==> src/rtl/crc16_calc.sv <==
`default_nettype none
// ============================================================================
// Module      : crc16_calc
// Description : Bit-serial CRC-16 accumulator. Each accepted byte is shifted
//               MSB first over eight clocks; the last byte of a message is
//               followed by a one-cycle crc_rdy while the final CRC is shown.
// Revision    : 1.0 - initial release
// ============================================================================
module crc16_calc #(
  parameter logic [15:0] POLY   = 16'h1021,
  parameter logic [15:0] INIT   = 16'hFFFF,
  parameter logic [15:0] XOROUT = 16'h0000
) (
  input  logic        clk,
  input  logic        rst,
  input  logic [7:0]  d,
  input  logic        d_rdy,
  input  logic        d_last,
  input  logic        crc_n_rst,
  output logic        busy,
  output logic [15:0] crc,
  output logic        crc_rdy,
  output logic        ovf
);

  typedef enum logic [1:0] {
    S_IDLE  = 2'd0,
    S_SHIFT = 2'd1,
    S_DONE  = 2'd2
  } state_t;

  state_t      state_q, state_d;
  logic [15:0] acc_q, acc_d;
  logic [7:0]  sh_q, sh_d;
  logic [2:0]  bit_cnt_q, bit_cnt_d;
  logic        last_q, last_d;
  logic        ovf_q, ovf_d;
  logic        fb;

  assign fb = acc_q[15] ^ sh_q[7];

  always_comb begin
    state_d   = state_q;
    acc_d     = acc_q;
    sh_d      = sh_q;
    bit_cnt_d = bit_cnt_q;
    last_d    = last_q;
    ovf_d     = ovf_q;

    // The sender's clear outranks everything, including a same-edge strobe.
    if (!crc_n_rst) begin
      state_d   = S_IDLE;
      acc_d     = INIT;
      bit_cnt_d = 3'd0;
      ovf_d     = 1'b0;
    end else begin
      case (state_q)
        S_IDLE: begin
          if (d_rdy) begin
            sh_d      = d;
            last_d    = d_last;
            bit_cnt_d = 3'd0;
            state_d   = S_SHIFT;
          end
        end
        S_SHIFT: begin
          acc_d     = {acc_q[14:0], 1'b0} ^ (fb ? POLY : 16'h0000);
          sh_d      = {sh_q[6:0], 1'b0};
          bit_cnt_d = bit_cnt_q + 3'd1;
          if (bit_cnt_q == 3'd7) begin
            state_d = last_q ? S_DONE : S_IDLE;
          end
          if (d_rdy) begin
            ovf_d = 1'b1;
          end
        end
        S_DONE: begin
          state_d = S_IDLE;
          if (d_rdy) begin
            ovf_d = 1'b1;
          end
        end
        default: begin
          state_d = S_IDLE;
        end
      endcase
    end
  end

  always_ff @(posedge clk or posedge rst) begin
    if (rst) begin
      state_q   <= S_IDLE;
      acc_q     <= INIT;
      sh_q      <= 8'h00;
      bit_cnt_q <= 3'd0;
      last_q    <= 1'b0;
      ovf_q     <= 1'b0;
    end else begin
      state_q   <= state_d;
      acc_q     <= acc_d;
      sh_q      <= sh_d;
      bit_cnt_q <= bit_cnt_d;
      last_q    <= last_d;
      ovf_q     <= ovf_d;
    end
  end

  assign busy    = (state_q != S_IDLE);
  assign crc_rdy = (state_q == S_DONE);
  assign crc     = acc_q ^ XOROUT;
  assign ovf     = ovf_q;

endmodule
`default_nettype wire

==> config.mk <==
export PLATFORM = sky130hd
export DESIGN_NAME = crc16_calc
export DESIGN_NICKNAME = d
export VERILOG_FILES = /design/src/rtl/crc16_calc.sv
export SDC_FILE = /design/constraint.sdc
export NUM_CORES = 1
export LEC_CHECK = 0
export CAP_MARGIN = 20
export CORE_MARGIN = 10
export CORE_UTILIZATION = 54
export CTS_CLUSTER_DIAMETER = 120
export CTS_CLUSTER_SIZE = 10
export DETAILED_ROUTE_END_ITERATION = 12
export PLACE_DENSITY = 0.95
export SLEW_MARGIN = 20
export SYNTH_ARGS = -nofsm -noshare
export SYNTH_HDL_FRONTEND = slang
export SYNTH_SLANG_ARGS = --single-unit
==> constraint.sdc <==
create_clock -name clk -period 4.2 [get_ports clk]
set_input_delay 0.63 -clock clk [delete_from_list [all_inputs] [get_ports clk]]
set_output_delay 0.63 -clock clk [all_outputs]
set_load 0.02 [all_outputs]
==> flow_summary_export.csv, run 1 <==
group,metric,value,unit
timing,fin_tns_setup,0,ns
yosys,ys.flop_type,"dfstp_2",
cts,cts_buffers,5,
setup_path,cp.required,3.57,ns
timing,finalCritPeriodShare,57.68,%
placed_design,dp_hpwl,2353,µm
cts,postCtsSetupRepairBufs,0,
cts,clk_pin_slew_worst_paths,0.09,ns
timing,slew_violations,0,
routing,vias,994,
yosys,yosysWarnings,0,
timing,relSlewSlack,48.82,%
power,pwr-share-comb,21.3,%
layout,design_area,1908,µm²
yosys,synth_top_area_share,27.70,%
routing,drt-total-wl,3135,µm
timing,finalWorstSetupSlack,1.777,ns
job,drv_cap,0,
floorplanning,rows,19,
routing,routed_via_density,5.316,
cts,root_buffer,"clkbuf_4",
grt,grt_max_degree,32,
layout,fin_nets,173,
power,swShare,26.92,%
yosys,netlist_top_cells_count,"dfstp_2, nand2_1, dfrtp_1",
grt,busiest_layer,"met2",
routing,drtIter0Drc,74,
placed_design,place_congestion,0.7401,
cts,holdBufCountCts,0,
cts,cts_resized,0,
grt,use_met1,14.42,%
layout,final_core_util,70.41,%
yosys,synth_area,1518,µm²
floorplanning,core,2710,µm²
yosys,synth_cell_types,29,
setup_path,cp_common_cell,"inv_1",
grt,globalRouteOverflowTotal,0,
yosys,synth.largest_area_cell,"dfstp_2",
cts,cts_tree,"done",
timing,hold_viol,0,
yosys,synth_nets,140,
power,seq_power_share,50.3,%
timing,fmax,412.8,MHz
routing,drtAntennaViolNets,0,
power,pwr-share-clk,28.4,%
power,p_int,0.5213,mW
setup_path,worstPathArrival,1.79,ns
cts,cts_htree_levels,2,
cts,cts_sinks,31,
setup_path,crit_path_end_kind,"primary output",
timing,whs,0.5158,ns
layout,fillerInstances,201,
routing,drcViolationCount,0,
grt,grt_use_total,12.84,%
power,p_switching,0.1920,mW
grt,use_met3,5.850,%
grt,grt.met2_usage,20.15,%
placed_design,place.port_buffers,31,
power,p_leak,0.8188,nW
yosys,async_reset_ff_share,100.0,%
timing,worstMarginPinSlew,0.7652,ns
cts,cts_buffer_depth,2,
timing,min_period,2.423,ns
floorplanning,fp.dieH,73.02,µm
grt,grt_pass1_vias,1057,
setup_path,crit_type,"reg2out",
yosys,synth_area_leaders,"dfstp_2, dfrtp_1, mux2i_1",
floorplanning,initial_core_util,56.00,%
placed_design,dp_slack,1.643,ns
yosys,synth-edff-count,0,
setup_path,startpoint_type,"register",
timing,setup_viol,0,
cts,insertion_delay,0.33,ns
timing,rsz0062_at_grt,"no",
placed_design,placed_cell_area,1836,µm²
outcome,outcome,"finished clean",
layout,antennaDiodeCount,0,
setup_path,cp_max_fo,6,
layout,drive_above_1_share,26.92,%
grt,antenna_found_initial,0,
floorplanning,dieArea,5331,µm²
yosys,postSynthAreaPerCell,12.44,µm²
routing,wire_per_inst,16.76,µm
setup_path,slowest_delay,0.63,ns
yosys,synth_cells,122,
power,ir_worst_vdd,0.2946,mV
setup_path,critical_path.cell_chain,"inv_1, ha_1, inv_1, clkdlybuf4s50_1",
yosys,ys_seq_area_share,52.43,%
floorplanning,ios,32,
timing,skew,0.01414,ns
yosys,synth-seq-cells,31,
grt,grt_pass1_wl,5326,µm
setup_path,critical-path-slowest-cell,"clkdlybuf4s50_1",
worst_hold_path,hp-class,"reg2reg",
power,cellPowerDensity,373.8,nW/µm²
routing,dr.pass1.iters,4,
floorplanning,die_width,73.02,µm
layout,syn_to_final_growth,25.72,%
## cells by family (layout without fill, tap and decap cells)
| family | after synthesis | count (layout) | synth area share (%) |
|---|---|---|---|
| AO/OA/AOI/OAI | 14 | 14 | 6.843 |
| XOR/XNOR | 3 | 3 | 1.732 |
| adder cells (fa/ha/maj) | 5 | 5 | 4.122 |
| buffers and inverters | 12 | 46 | 4.039 |
| flip-flops | 31 | 31 | 52.43 |
| multiplexers | 29 | 29 | 22.09 |
| AND/OR/NAND/NOR | 28 | 28 | 8.740 |
## sequential cells by signal, indices dropped and copies added, names as in the netlist
name and count:
last_q 1, state_q 2, ovf 1, bit_cnt_q 3, sh_q 8, crc 16
## worst paths after layout
path                             from       to  slack, ns  cells after the start
hold reg to reg               sh_q[4]  sh_q[4]       0.52                      1
min in group asynchronous         rst  sh_q[6]       0.68                      2
hold / removal                sh_q[4]  sh_q[4]       0.52                      1
setup / recovery           state_q[0]     busy       1.78                      4
max in group asynchronous         rst   last_q       3.10                      2
setup reg to reg           state_q[1]  sh_q[3]       2.11                      6
## per-layer routing
layer  vias to the layer above  share of wire [%]  wire (µm)
met5                         -                  0          0
met4                         0                1.7         54
met3                         6                6.8        213
met2                        32                 50       1569
met1                       474                 41       1297
li1                        482                  -          -
## final cells by class
class	instances	area, µm²	area share (%)
sequential	31	795.8	41.70
clock inverter	1	7.507	0.3934
timing repair buffer	32	317.8	16.66
multi-input combinational	79	660.6	34.62
tap	31	38.79	2.033
clock buffer	7	65.06	3.410
inverter	6	22.52	1.180
## power by group through the flow
| stage | registers, mW | logic, mW | clock network, mW |
|---|---|---|---|
| after floorplan | 0.363 | 0.109 | 0 |
| after detailed placement | 0.362 | 0.154 | 0 |
| after CTS | 0.358 | 0.153 | 0.204 |
| after global placement | 0.361 | 0.146 | 0 |
| final | 0.359 | 0.152 | 0.203 |
| after global routing | 0.363 | 0.165 | 0.218 |
## worst max-delay path: cells and delay by family, from the launching register on
kind,cells,cell delay (ns)
DFF,1,0.38
buffers and inverters,3,0.81
adders and majority gates,1,0.28
## metrics by stage
step	instances	total power, mW
floorplan	122	0.4716
global placement	179	0.5071
detailed placement	179	0.5162
CTS	187	0.7153
global route	187	0.7458
finish	187	0.7133
## cell usage in the layout, fill, tap and decap left out, drive strengths merged
| cell type | Yosys | final |
|---|---|---|
| nand4 | 1 | 1 |
| ha | 5 | 5 |
| o21ai | 3 | 3 |
| o2bb2ai | 1 | 1 |
| nand2 | 16 | 16 |
| clkdlybuf4s50 | 0 | 31 |
| a32oi | 2 | 2 |
| nor2 | 1 | 1 |
| o221a | 1 | 1 |
| xnor2 | 1 | 1 |
| dfrtp | 15 | 15 |
| clkbuf | 2 | 7 |
| nand2b | 1 | 1 |
| clkinvlp | 0 | 1 |
| or2b | 1 | 1 |
| inv | 6 | 6 |
| xor2 | 2 | 2 |
| nand3 | 1 | 1 |
| a21boi | 4 | 4 |
| mux2 | 15 | 15 |
| buf | 4 | 1 |
| mux2i | 14 | 14 |
| or3 | 1 | 1 |
| a21oi | 1 | 1 |
| a2bb2oi | 1 | 1 |
| nor2b | 6 | 6 |
| a21o | 1 | 1 |
| dfstp | 16 | 16 |
(Power assumes the default switching activity.)
==> run 2, diff against run 1 <==
--- a/config.mk
+++ b/config.mk
@@ -7,11 +7,11 @@
 export LEC_CHECK = 0
 export CAP_MARGIN = 20
 export CORE_MARGIN = 10
-export CORE_UTILIZATION = 54
+export CORE_UTILIZATION = 50
 export CTS_CLUSTER_DIAMETER = 120
 export CTS_CLUSTER_SIZE = 10
 export DETAILED_ROUTE_END_ITERATION = 12
-export PLACE_DENSITY = 0.95
+export PLACE_DENSITY = 0.9
 export SLEW_MARGIN = 20
 export SYNTH_ARGS = -nofsm -noshare
 export SYNTH_HDL_FRONTEND = slang
==> constraint.sdc (replaced) <==
create_clock -name clk -period 2.4 [get_ports clk]
set_input_delay 0.36 -clock clk [delete_from_list [all_inputs] [get_ports clk]]
set_output_delay 0.36 -clock clk [all_outputs]
set_load 0.02 [all_outputs]
==> run 2 against run 1 <==
Compared with the run above:
- flip-flop and latch count stayed put
- cell count increased by 1.1%
- utilization is 2.4 points lower
- first-iteration DRC count is 47% lower
- critical path type unchanged
==> flow_summary_export.csv, run 2 (synthesis results as in run 1) <==
group,metric,value,unit
timing,skew,0.004884,ns
cts,root_buffer,"clkbuf_4",
setup_path,critical-path-slowest-cell,"clkdlybuf4s50_1",
routing,drt-total-wl,2939,µm
timing,min_period,2.155,ns
routing,drtIter0Drc,39,
cts,cts_buffers,5,
worst_hold_path,hp-class,"in2async",
cts,cts_buffer_depth,2,
timing,rsz0062_at_grt,"no",
grt,globalRouteOverflowTotal,0,
job,drv_cap,0,
setup_path,cp.required,2.04,ns
setup_path,crit_path_end_kind,"primary output",
grt,grt_use_total,11.61,%
layout,antennaDiodeCount,0,
setup_path,cp_top_family,"buffers and inverters",
cts,insertion_delay,0.33,ns
setup_path,slowest_delay,0.61,ns
grt,grt_max_degree,32,
floorplanning,fp.dieH,75.10,µm
routing,wire_per_inst,15.55,µm
placed_design,place.port_buffers,31,
setup_path,cp_max_fo,6,
timing,hold_viol,0,
grt,grt_pass1_vias,1072,
setup_path,crit_type,"reg2out",
floorplanning,core,2829,µm²
cts,postCtsSetupRepairBufs,0,
routing,drcViolationCount,0,
outcome,outcome,"finished clean",
routing,dr.pass1.iters,4,
layout,drive_above_1_share,27.22,%
placed_design,place_congestion,0.7621,
routing,drtAntennaViolNets,0,
setup_path,critical_path.cell_chain,"inv_1, ha_1, inv_1, clkdlybuf4s50_1",
timing,setup_viol,0,
power,cellPowerDensity,647.1,nW/µm²
cts,clk_pin_slew_worst_paths,0.09,ns
setup_path,critPathBufInv,3,
floorplanning,initial_core_util,53.65,%
grt,grt_pass1_wl,4940,µm
cts,cts_htree_levels,2,
timing,slew_violations,0,
setup_path,startpoint_type,"register",
setup_path,worstPathArrival,1.80,ns
timing,worstMarginPinSlew,0.4776,ns
setup_path,critPathLaunch,"state_q[0]",
routing,vias,1010,
layout,final_common_cell,"clkdlybuf4s50_1",
timing,fmax,464.0,MHz
routing,routed_via_density,5.344,
floorplanning,ios,32,
placed_design,dp_hpwl,2171,µm
floorplanning,rows,19,
cts,cts_tree,"done",
power,p_leak,0.8295,nW
layout,syn_to_final_growth,26.71,%
layout,largest_reg_flops,16,
timing,whs,0.3927,ns
setup_path,rr_startpoint,"state_q[0]",
setup_path,cp_common_cell,"inv_1",
timing,fin_tns_setup,0,ns
floorplanning,dieArea,5639,µm²
timing,relSlewSlack,68.16,%
floorplanning,die_width,75.10,µm
cts,cts_sinks,31,
cts,holdBufCountCts,0,
power,ir_worst_vdd,0.3750,mV
timing,finalCritPeriodShare,89.80,%
cts,cts_resized,0,
layout,fin_nets,175,
grt,antenna_found_initial,0,
layout,mostFrequentLayoutCells,"clkdlybuf4s50_1, nand2_1, dfstp_2",
run 2: final cells by class:
type / instances / area (µm²)
repair buffers: 34 / 332.8
clock buffers: 7 / 65.06
clock inverters: 1 / 7.507
well taps: 31 / 38.79
flip-flops and latches: 31 / 795.8
multi-input cells: 79 / 660.6
fillers: 199 / 905.9
inverters: 6 / 22.52
run 2: final timing paths:
kind / end / cells after the start / slack, ns
worst min-delay path: sh_q[5] / 3 / 0.39
min in group clk: sh_q[1] / 1 / 0.52
worst max-delay path: busy / 4 / 0.24
worst max register to register: sh_q[2] / 5 / 0.38
max in group asynchronous: crc[11] / 3 / 1.70
worst min register to register: sh_q[1] / 1 / 0.52
run 2: tightest hold or removal path: cells and delay by family:
kind                   cells  cell delay [ns]
buffers and inverters      3             0.78
run 2: power breakdown:
part,leakage [nW],switching [mW],internal (mW)
sequential,0.357,0.0380,0.588
clock,0.0375,0.180,0.171
combinational,0.435,0.112,0.155
run 2: through the flow:
stage	setup WS, ns	utilization, %	area, µm²	cells	power, mW
finish	0.2449	67.98	1923	189	1.244
detailed placement	0.3406	65.41	1851	181	0.9030
CTS	0.2319	67.98	1923	189	1.257
global route	0.1780	67.98	1923	189	1.311
global placement	0.3717	65.41	1851	181	0.8912
floorplan	0.7399	-	1518	122	0.8253
run 2: layer usage:
layer / GRT usage (%) / part of all wire [%]
met5: 0 / 0
met4: 5.882 / 1.7
met3: 5.650 / 7.5
met2: 18.19 / 47
met1: 12.86 / 44
